`src/rtl/trax_turn_sequencer.sv`:
```
// Turn sequencer for a Trax player: walks the datapath through update, auto-complete,
// copy/shift, choose-move and transmit phases. Optional per-phase watchdog: TRAX_WATCHDOG_EN.
module trax_turn_sequencer #(
  parameter int AC_MAX_ITER = 25,
  parameter int WD_CYCLES   = 4096
) (
  input  logic       clk,
  input  logic       reset,
  input  logic       end_receive,
  input  logic       color,
  output logic       upd_start,
  input  logic       upd_done,
  output logic       ac_start,
  input  logic       ac_done,
  input  logic       ac_changed,
  output logic       cpy_start,
  input  logic       cpy_done,
  input  logic       grow_down,
  input  logic       grow_right,
  output logic       shd_start,
  input  logic       shd_done,
  output logic       shr_start,
  input  logic       shr_done,
  output logic       chm_start,
  input  logic       chm_done,
  input  logic       chm_none,
  output logic       tx_start,
  input  logic       tx_done,
  output logic       move_sel,
  output logic       first_move,
  output logic [3:0] state,
  output logic       busy,
  output logic       err,
  output logic [1:0] err_code,
  output logic       rx_overrun
);

  typedef enum logic [3:0] {
    S_IDLE = 4'd0,
    S_UPD  = 4'd1,
    S_AC   = 4'd2,
    S_CPY  = 4'd3,
    S_SHD  = 4'd4,
    S_SHR  = 4'd5,
    S_CHM  = 4'd6,
    S_TX   = 4'd7,
    S_ERR  = 4'd8
  } state_t;

  localparam int IW = $clog2(AC_MAX_ITER + 1);

  state_t        state_q, state_d, post_board;
  logic          start_q, start_d;
  logic          rx_next_q, rx_prev_q, rx_edge;
  logic [7:0]    round_q, round_d;
  logic          pass_own_q, pass_own_d;
  logic          move_sel_q, move_sel_d;
  logic          first_q, first_d;
  logic [IW-1:0] iter_q, iter_d, iter_inc;
  logic          gd_q, gd_d, gr_q, gr_d;
  logic          err_q, err_d;
  logic [1:0]    code_q, code_d;
  logic          ovr_q, ovr_d;
  logic          done_raw, phase_done;

`ifdef TRAX_WATCHDOG_EN
  localparam int WW = $clog2(WD_CYCLES + 1);
  logic [WW-1:0] wd_q, wd_d;
`else
  logic wd_unused;
  assign wd_unused = (WD_CYCLES > 0);
`endif

  // Only grow_right steers a later state; grow_down is latched alongside for symmetry.
  logic grow_unused;
  assign grow_unused = gd_q;

  assign rx_edge    = rx_next_q & ~rx_prev_q;
  assign iter_inc   = iter_q + 1'b1;
  assign post_board = pass_own_q ? S_TX : S_CHM;
  // A done coinciding with its own start pulse belongs to a previous request.
  assign phase_done = done_raw & ~start_q;

  always_comb begin
    done_raw = 1'b0;
    case (state_q)
      S_UPD:   done_raw = upd_done;
      S_AC:    done_raw = ac_done;
      S_CPY:   done_raw = cpy_done;
      S_SHD:   done_raw = shd_done;
      S_SHR:   done_raw = shr_done;
      S_CHM:   done_raw = chm_done;
      S_TX:    done_raw = tx_done;
      default: done_raw = 1'b0;
    endcase
  end

  // NOTE: every variable gets its default before the case so no latch is inferred.
  always_comb begin
    state_d    = state_q;
    start_d    = 1'b0;
    round_d    = round_q;
    pass_own_d = pass_own_q;
    move_sel_d = move_sel_q;
    first_d    = first_q;
    iter_d     = iter_q;
    gd_d       = gd_q;
    gr_d       = gr_q;
    err_d      = err_q;
    code_d     = code_q;
    ovr_d      = ovr_q | (rx_edge & (state_q != S_IDLE));
`ifdef TRAX_WATCHDOG_EN
    wd_d       = wd_q;
`endif
    case (state_q)
      S_IDLE: if (rx_edge) begin
        if (round_q != 8'hFF) round_d = round_q + 8'd1;
        if (round_q == 8'd0 && !color) begin
          pass_own_d = 1'b1;
          first_d    = 1'b1;
          move_sel_d = 1'b1;
        end else begin
          pass_own_d = 1'b0;
          move_sel_d = 1'b0;
        end
        state_d = S_UPD;
        start_d = 1'b1;
      end
      S_UPD: if (phase_done) begin
        iter_d  = '0;
        state_d = S_AC;
        start_d = 1'b1;
      end
      S_AC: if (phase_done) begin
        iter_d = iter_inc;
        if (!ac_changed) begin
          state_d = S_CPY;
          start_d = 1'b1;
        end else if (iter_inc == IW'(AC_MAX_ITER)) begin
          state_d = S_ERR;
          err_d   = 1'b1;
          code_d  = 2'd1;
        end else begin
          start_d = 1'b1;
        end
      end
      S_CPY: if (phase_done) begin
        gd_d    = grow_down;
        gr_d    = grow_right;
        start_d = 1'b1;
        if (grow_down)       state_d = S_SHD;
        else if (grow_right) state_d = S_SHR;
        else                 state_d = post_board;
      end
      S_SHD: if (phase_done) begin
        state_d = gr_q ? S_SHR : post_board;
        start_d = 1'b1;
      end
      S_SHR: if (phase_done) begin
        state_d = post_board;
        start_d = 1'b1;
      end
      S_CHM: if (phase_done) begin
        if (chm_none) begin
          state_d = S_ERR;
          err_d   = 1'b1;
          code_d  = 2'd2;
        end else begin
          pass_own_d = 1'b1;
          move_sel_d = 1'b1;
          state_d    = S_UPD;
          start_d    = 1'b1;
        end
      end
      S_TX: if (phase_done) begin
        first_d    = 1'b0;
        move_sel_d = 1'b0;
        state_d    = S_IDLE;
      end
      S_ERR: state_d = S_ERR;
      default: state_d = S_IDLE;
    endcase
`ifdef TRAX_WATCHDOG_EN
    if (state_q != S_IDLE && state_q != S_ERR && !phase_done) begin
      wd_d = wd_q + 1'b1;
      if (wd_d == WW'(WD_CYCLES)) begin
        state_d = S_ERR;
        start_d = 1'b0;
        err_d   = 1'b1;
        code_d  = 2'd3;
      end
    end
    if (start_d) wd_d = '0;
`endif
  end

  // NOTE: sequential state uses non-blocking assignments so all registers update together.
  always_ff @(posedge clk or negedge reset) begin
    if (!reset) begin
      state_q    <= S_IDLE;
      start_q    <= 1'b0;
      rx_next_q  <= 1'b0;
      rx_prev_q  <= 1'b0;
      round_q    <= '0;
      pass_own_q <= 1'b0;
      move_sel_q <= 1'b0;
      first_q    <= 1'b0;
      iter_q     <= '0;
      gd_q       <= 1'b0;
      gr_q       <= 1'b0;
      err_q      <= 1'b0;
      code_q     <= '0;
      ovr_q      <= 1'b0;
`ifdef TRAX_WATCHDOG_EN
      wd_q       <= '0;
`endif
    end else begin
      state_q    <= state_d;
      start_q    <= start_d;
      rx_next_q  <= end_receive;
      rx_prev_q  <= rx_next_q;
      round_q    <= round_d;
      pass_own_q <= pass_own_d;
      move_sel_q <= move_sel_d;
      first_q    <= first_d;
      iter_q     <= iter_d;
      gd_q       <= gd_d;
      gr_q       <= gr_d;
      err_q      <= err_d;
      code_q     <= code_d;
      ovr_q      <= ovr_d;
`ifdef TRAX_WATCHDOG_EN
      wd_q       <= wd_d;
`endif
    end
  end

  assign upd_start  = start_q & (state_q == S_UPD);
  assign ac_start   = start_q & (state_q == S_AC);
  assign cpy_start  = start_q & (state_q == S_CPY);
  assign shd_start  = start_q & (state_q == S_SHD);
  assign shr_start  = start_q & (state_q == S_SHR);
  assign chm_start  = start_q & (state_q == S_CHM);
  assign tx_start   = start_q & (state_q == S_TX);
  assign move_sel   = move_sel_q;
  assign first_move = first_q;
  assign state      = state_q;
  assign busy       = (state_q != S_IDLE);
  assign err        = err_q;
  assign err_code   = code_q;
  assign rx_overrun = ovr_q;

endmodule

```
`config.mk`:
```
export PLATFORM = sky130hd
export DESIGN_NAME = trax_turn_sequencer
export DESIGN_NICKNAME = d
export VERILOG_FILES = /design/src/rtl/trax_turn_sequencer.sv
export SDC_FILE = /design/constraint.sdc
export NUM_CORES = 1
export LEC_CHECK = 0
export BUFFER_PORTS_ARGS = -buffer_cell sky130_fd_sc_hd__buf_2
export CAP_MARGIN = 20
export CORE_AREA = 5 5 62 64
export CTS_CLUSTER_SIZE = 24
export DETAILED_ROUTE_END_ITERATION = 8
export DIE_AREA = 0 0 67 69
export PLACE_DENSITY_LB_ADDON = 0.25
export SLEW_MARGIN = 20
export SYNTH_ARGS = -nofsm -noshare
export SYNTH_HDL_FRONTEND = slang
export SYNTH_SLANG_ARGS = --single-unit
```
`constraint.sdc`:
```
create_clock -name clk -period 4.8 [get_ports clk]
set_input_delay 0.48 -clock clk [delete_from_list [all_inputs] [get_ports clk]]
set_output_delay 0.48 -clock clk [all_outputs]
set_load 0.02 [all_outputs]
```
# Word-level counts from Yosys, hierarchy flattened
# Index checks and enable logic that the tools add are counted.
[word_totals]
input_bits = 15
wordCells = 121
regBits = 28
[classes]
bitwise = 13
reduce_logical = 19
n_eq_ne = 24
muxes = 50
n_addsub = 2
[op_table]
columns = ["cell", "count"]
rows = [
  ["$mux W4", 11],
  ["$pmux W4 S9", 1],
  ["$ne A2 B2 Y1 const B", 13],
  ["$mux W1", 20],
  ["$eq A4 B3 Y1 const B", 4],
  ["$mux W2", 8],
  ["$and A1 B1 Y1", 10],
  ["$mux W5", 2],
  ["$pmux W5 S2", 1],
  ["$reduce_and A9 Y1", 1],
  ["$add A8 B1 Y8 const B", 1],
  ["$eq A4 B2 Y1 const B", 2],
  ["$logic_not A8 Y1", 1],
  ["$ne A8 B8 Y1 const B", 1],
  ["$reduce_and A4 Y1", 2],
  ["$reduce_bool A2 Y1", 4],
  ["$pmux W1 S7", 1],
  ["$pmux W1 S2", 3],
  ["$reduce_and A3 Y1", 2],
  ["$reduce_and A6 Y1", 1],
  ["$add A5 B1 Y5 const B", 1],
  ["$eq A5 B5 Y1 const B", 1],
  ["$reduce_and A5 Y1", 1],
  ["$eq A4 B1 Y1 const B", 1],
  ["14 further kinds", 15],
]

# Depth between registers and ports, before layout
[logic_depth]
ltp_word = 6
mapped_depth = 7
ltp_nobuf = 7

# Worst setup path after synthesis
# Ideal clock, no wire load.
[synth_path]
kind = "flip-flop to flip-flop"
from = "register state_q[2] (netlist: state[2])"
to = "register state_q[0] (netlist: state[0])"
setup_slack_ns = 2.507
path_buffers = 1
stages_incl_launch_ff = 7
arrival_time_ns = 2.165
t_required_ns = 4.672
synth_period_minus_slack_ns = 2.293
cell_sequence = "dfrtp_1 > and3_1 > o211a_1 > or4_1 > buf_2 > o311ai_4 > mux2_1"
[synth_via]
elab_chain_len = 5
elab_cells_between_ends = 22
classes_between = "eq/ne: 17; mux: 2; bitwise: 1; reduce/logical: 2"
[synth_lines]
columns = ["item", "line_no", "source"]
rows = [
  ["start, declared", "52", "state_t state_q, state_d, post_board;"],
  ["start signal, assigned", "218", "state_q <= state_d;"],
  ["$eq A4 B3 Y1, or another cell as far along", "86, 115", ""],
  ["$pmux W1 S7", "86", "case (state_q)"],
  ["$and A1 B1 Y1", "82", "assign phase_done = done_raw & ~start_q;"],
  ["$ne A2 B2 Y1 (no source line)", "-", ""],
  ["$reduce_and A9 Y1 (no source line)", "-", ""],
]
# Several ways; a longest one is shown, not always the timed one.
# A chain may end at the register's enable or synchronous reset.

# Final worst setup path
[layout_path]
from = "register state_q[1] (netlist: state[1])"
to = "register iter_q[1]"
[layout_via]
elab_chain_len = 5
elab_cells_between_ends = 14
classes_between = "eq/ne: 9; mux: 2; bitwise: 1; reduce/logical: 2"
[layout_lines]
columns = ["item", "line_no", "source"]
rows = [
  ["$eq A4 B3 Y1, or another cell as far along", "86", ""],
  ["$pmux W1 S7", "86", ""],
  ["$and A1 B1 Y1", "82", ""],
  ["$ne A2 B2 Y1 (no source line)", "-", ""],
  ["$reduce_and A3 Y1 (no source line)", "-", ""],
  ["end signal, assigned", "226", "iter_q <= iter_d;"],
  ["end, declared", "59", "logic [IW-1:0] iter_q, iter_d, iter_inc;"],
]
# Several ways; a longest one is shown, not always the timed one.

==> results by group <==
Floorplanning
  • Initial Util: between 50 and 60%
  • Die area: ~4600 µm²
  • Die width: 67 µm
  • I/O pins: 33
  • Die Y: roughly 69 µm
  • Cell Rows: 21
  • Core Area: between 3000 and 4000 µm²

Global route
  • Number of global-route vias before repair: 1539
  • GR Layer Usage met2: between 20 and 30%
  • Met3 Usage GRT: approximately 3.4%
  • All-Layer GR Usage: between 10% and 20%
  • Met1 GRT Util: between 20% and 30%
  • Initial antenna violation count: 0
  • Grt ovf: 0
  • Layer with the highest usage: met2
  • Largest net degree at the start of global routing: 31
  • First-pass GRT wire length: roughly 7.3 mm

STA
  • Final hold vios: 0
  • Final worst slack: ~2 ns
  • Slew Viols, Final: 0
  • Final worst path period need: around 2.8 ns
  • Layout Skew: between 0.004 and 0.005 ns
  • Setup TNS: 0 ns
  • Slew HR: between 40% and 50%
  • Worst-margin pin slew: 0.816 ns
  • Fin crit share: 58.5%
  • Setup-failing EPs final: 0
  • Peak Freq: between 0.3 and 0.4 GHz
  • RSZ-0062 raised after global routing: false

Worst setup path
  • Slowest-stage cell, CP: dfrtp_1
  • Critical Path RT: approximately 5.0 ns
  • CP arrival: about 3 ns
  • Worst-path cell chain: nor4bb_1 -> and2_1 -> or4_1 -> nand3_1 -> o311ai_1
  • Startpoint types: register
  • Highest cell delay on the worst timing path: roughly 0.91 ns
  • WS Path Type: reg -> reg
  • Worst Setup End Kind: register
  • Max FO, Critical Path: 30

Final layout
  • Final nets: 250
  • Final Util: ~64%
  • Final Cell Area: between 2000 and 2500 µm²
  • Antenna cells: 0
  • Multi-input gate area: between 1000 and 1500 µm²
  • Layout cells sized above 1: 19.6%
  • Area added between synthesis and finish: 10.4%
  • Reg area: between 700 and 800 µm²
  • Fill cells: roughly 280

CTS
  • CTS clk-pin slew, worst paths: about 0.15 ns
  • CTS tree: done
  • Worst-Skew Late Latency: approximately 0.33 ns
  • CTS Buf Count: 3
  • Cts repair resizes: 0
  • Hold-fix buffer count after cts: 0
  • H-tree Lvls: 1
  • CTS Root Cell: clkbuf_4
  • CTS Buffer Depth: 2
  • Post CTS Setup Buffer Count: 0
  • CTS sink count: 28

Route
  • Initial detailed-routing violation count: 134
  • DR vias: 1616
  • DRT Pass-1 Iters: 4
  • Routed wire length: 4.28 mm
  • Remaining DRCs: 0
  • DR WL/cell: 15.5 µm
  • Antenna Nets Post-Route: 0
  • Vias/cell: around 5.9

Job
  • Max-cap violations: 0

Power
  • Pwr dens: slightly above 600 nW/µm²
  • Leakage: just over 0.9 nW
  • VDD IR-drop max: ~0.32 mV

Logic synthesis
  • Post-Syn Nets: about 230
  • Top area cells in the synthesized netlist: dfrtp_1, nand2_1, mux2_1
  • Main flop type after synthesis: dfrtp_1
  • Yosys warnings: 0
  • Synth cell types: 58
  • Count leader, synth: dfrtp_1
  • Sequential-to-total area share from yosys stat: 37.3%
  • Area share of the largest cell type after synthesis: a little under two fifths
  • Post-synth top cells: dfrtp_1, nand2_1, nor2_1
  • Syn Inst Count: roughly 210
  • Flip-flop and latch count after synthesis: 28
  • Post-synth EDFFs: 0
  • Largest area contributor in the netlist: dfrtp_1
  • Mapped Avg Cell Area: ~9.0 µm²
  • Ys async rst share: 100%
  • Synth Cell Area: about 1900 µm²

Placed design
  • DP Worst Slack: slightly above 2 ns
  • Placed wire-length estimate: between 3 and 4 mm
  • Input/output buffers: 32
  • RD Place Congestion: between 0.8 and 0.9
  • Post-Place Cell Area: just over 2000 µm²

Hold path
  • Worst Hold Class: in -> async

Outcome
  • Outcome: complete, no violations
cells by family after synthesis:
kind of cell | synth area share [%]
DFF | 37.3
and+or+nand+nor | 26.4
muxes | 3.60
AOI/OAI and AO/OA | 21.4
adders and majority gates | 2.67
xor gates and xnor gates | 3.27
buffers and inverters | 5.33
metrics by stage:
stage          cells  power (W)  hold WS, ns
2_1_floorplan    208   0.000990        0.184
3_3_place_gp     272    0.00114        0.382
5_1_grt          276    0.00138        0.175
6_report         276    0.00126        0.144
3_5_place_dp     272    0.00115        0.388
4_1_cts          276    0.00127        0.169
layer usage:
metal	part of all wire (%)	vias to the layer above
li1	-	808
met1	47	756
met2	46	50
met3	6.1	2
met4	0.47	0
met5	0	-
final cells by class:
type | instances | share of cell area (%)
clock buffers | 4 | 1.75
inverters | 11 | 1.99
multi-input cells | 155 | 51.9
flip-flops and latches | 28 | 33.8
well taps | 46 | 2.78
repair buffers | 32 | 7.73
flip-flops by register name, summed over array words and instances (netlist names), 2 cells and up:
register,cells
round_q,8
err_code,2
iter_q,5
state,4
power by group:
group          internal, W  switching, W
sequential        0.000309      0.000155
combinational     0.000284      0.000398
clock            0.0000464     0.0000705
total             0.000640      0.000623
placed cells by master (no fill, tap or decap), drive strengths merged, types with 2 or more instances in the layout:
master and instances:
buf 32, dfrtp 28, nand2 20, nor2 14
inv 11, a21oi 9, nor3 8, o31ai 6
mux2 6, o21ai 6, nand2b 5, and3 5
nand3b 4, nor3b 4, nand3 4, xnor2 4
ha 4, o311ai 4, clkbuf 4, and2 4
or4 3, nor2b 3, a41oi 3, xor2 3
o211ai 3, nor4 3, a31oi 3, a211oi 2
o21a 2, a211o 2, a21o 2
worst max-delay path, delay by kind of cell (launching register included):
family          cells  cell delay, ns
simple gates        4            1.50
compound gates      1            0.31
flops               1            0.91
worst paths after layout:
check / start / endpoint / slack [ns] / cells after the start
min in group clk: end_receive / rx_next_q / 0.25 / 1
max in group asynchronous: reset / round_q[7] / 4.24 / 1
worst max register to register: state[1] / iter_q[1] / 1.99 / 5
worst min register to register: rx_next_q / rx_prev_q / 0.42 / 0
worst max-delay path: state[1] / iter_q[1] / 1.99 / 5
worst min-delay path: reset / state[3] / 0.14 / 1
No activity file was read; power rests on OpenSTA's default activity.
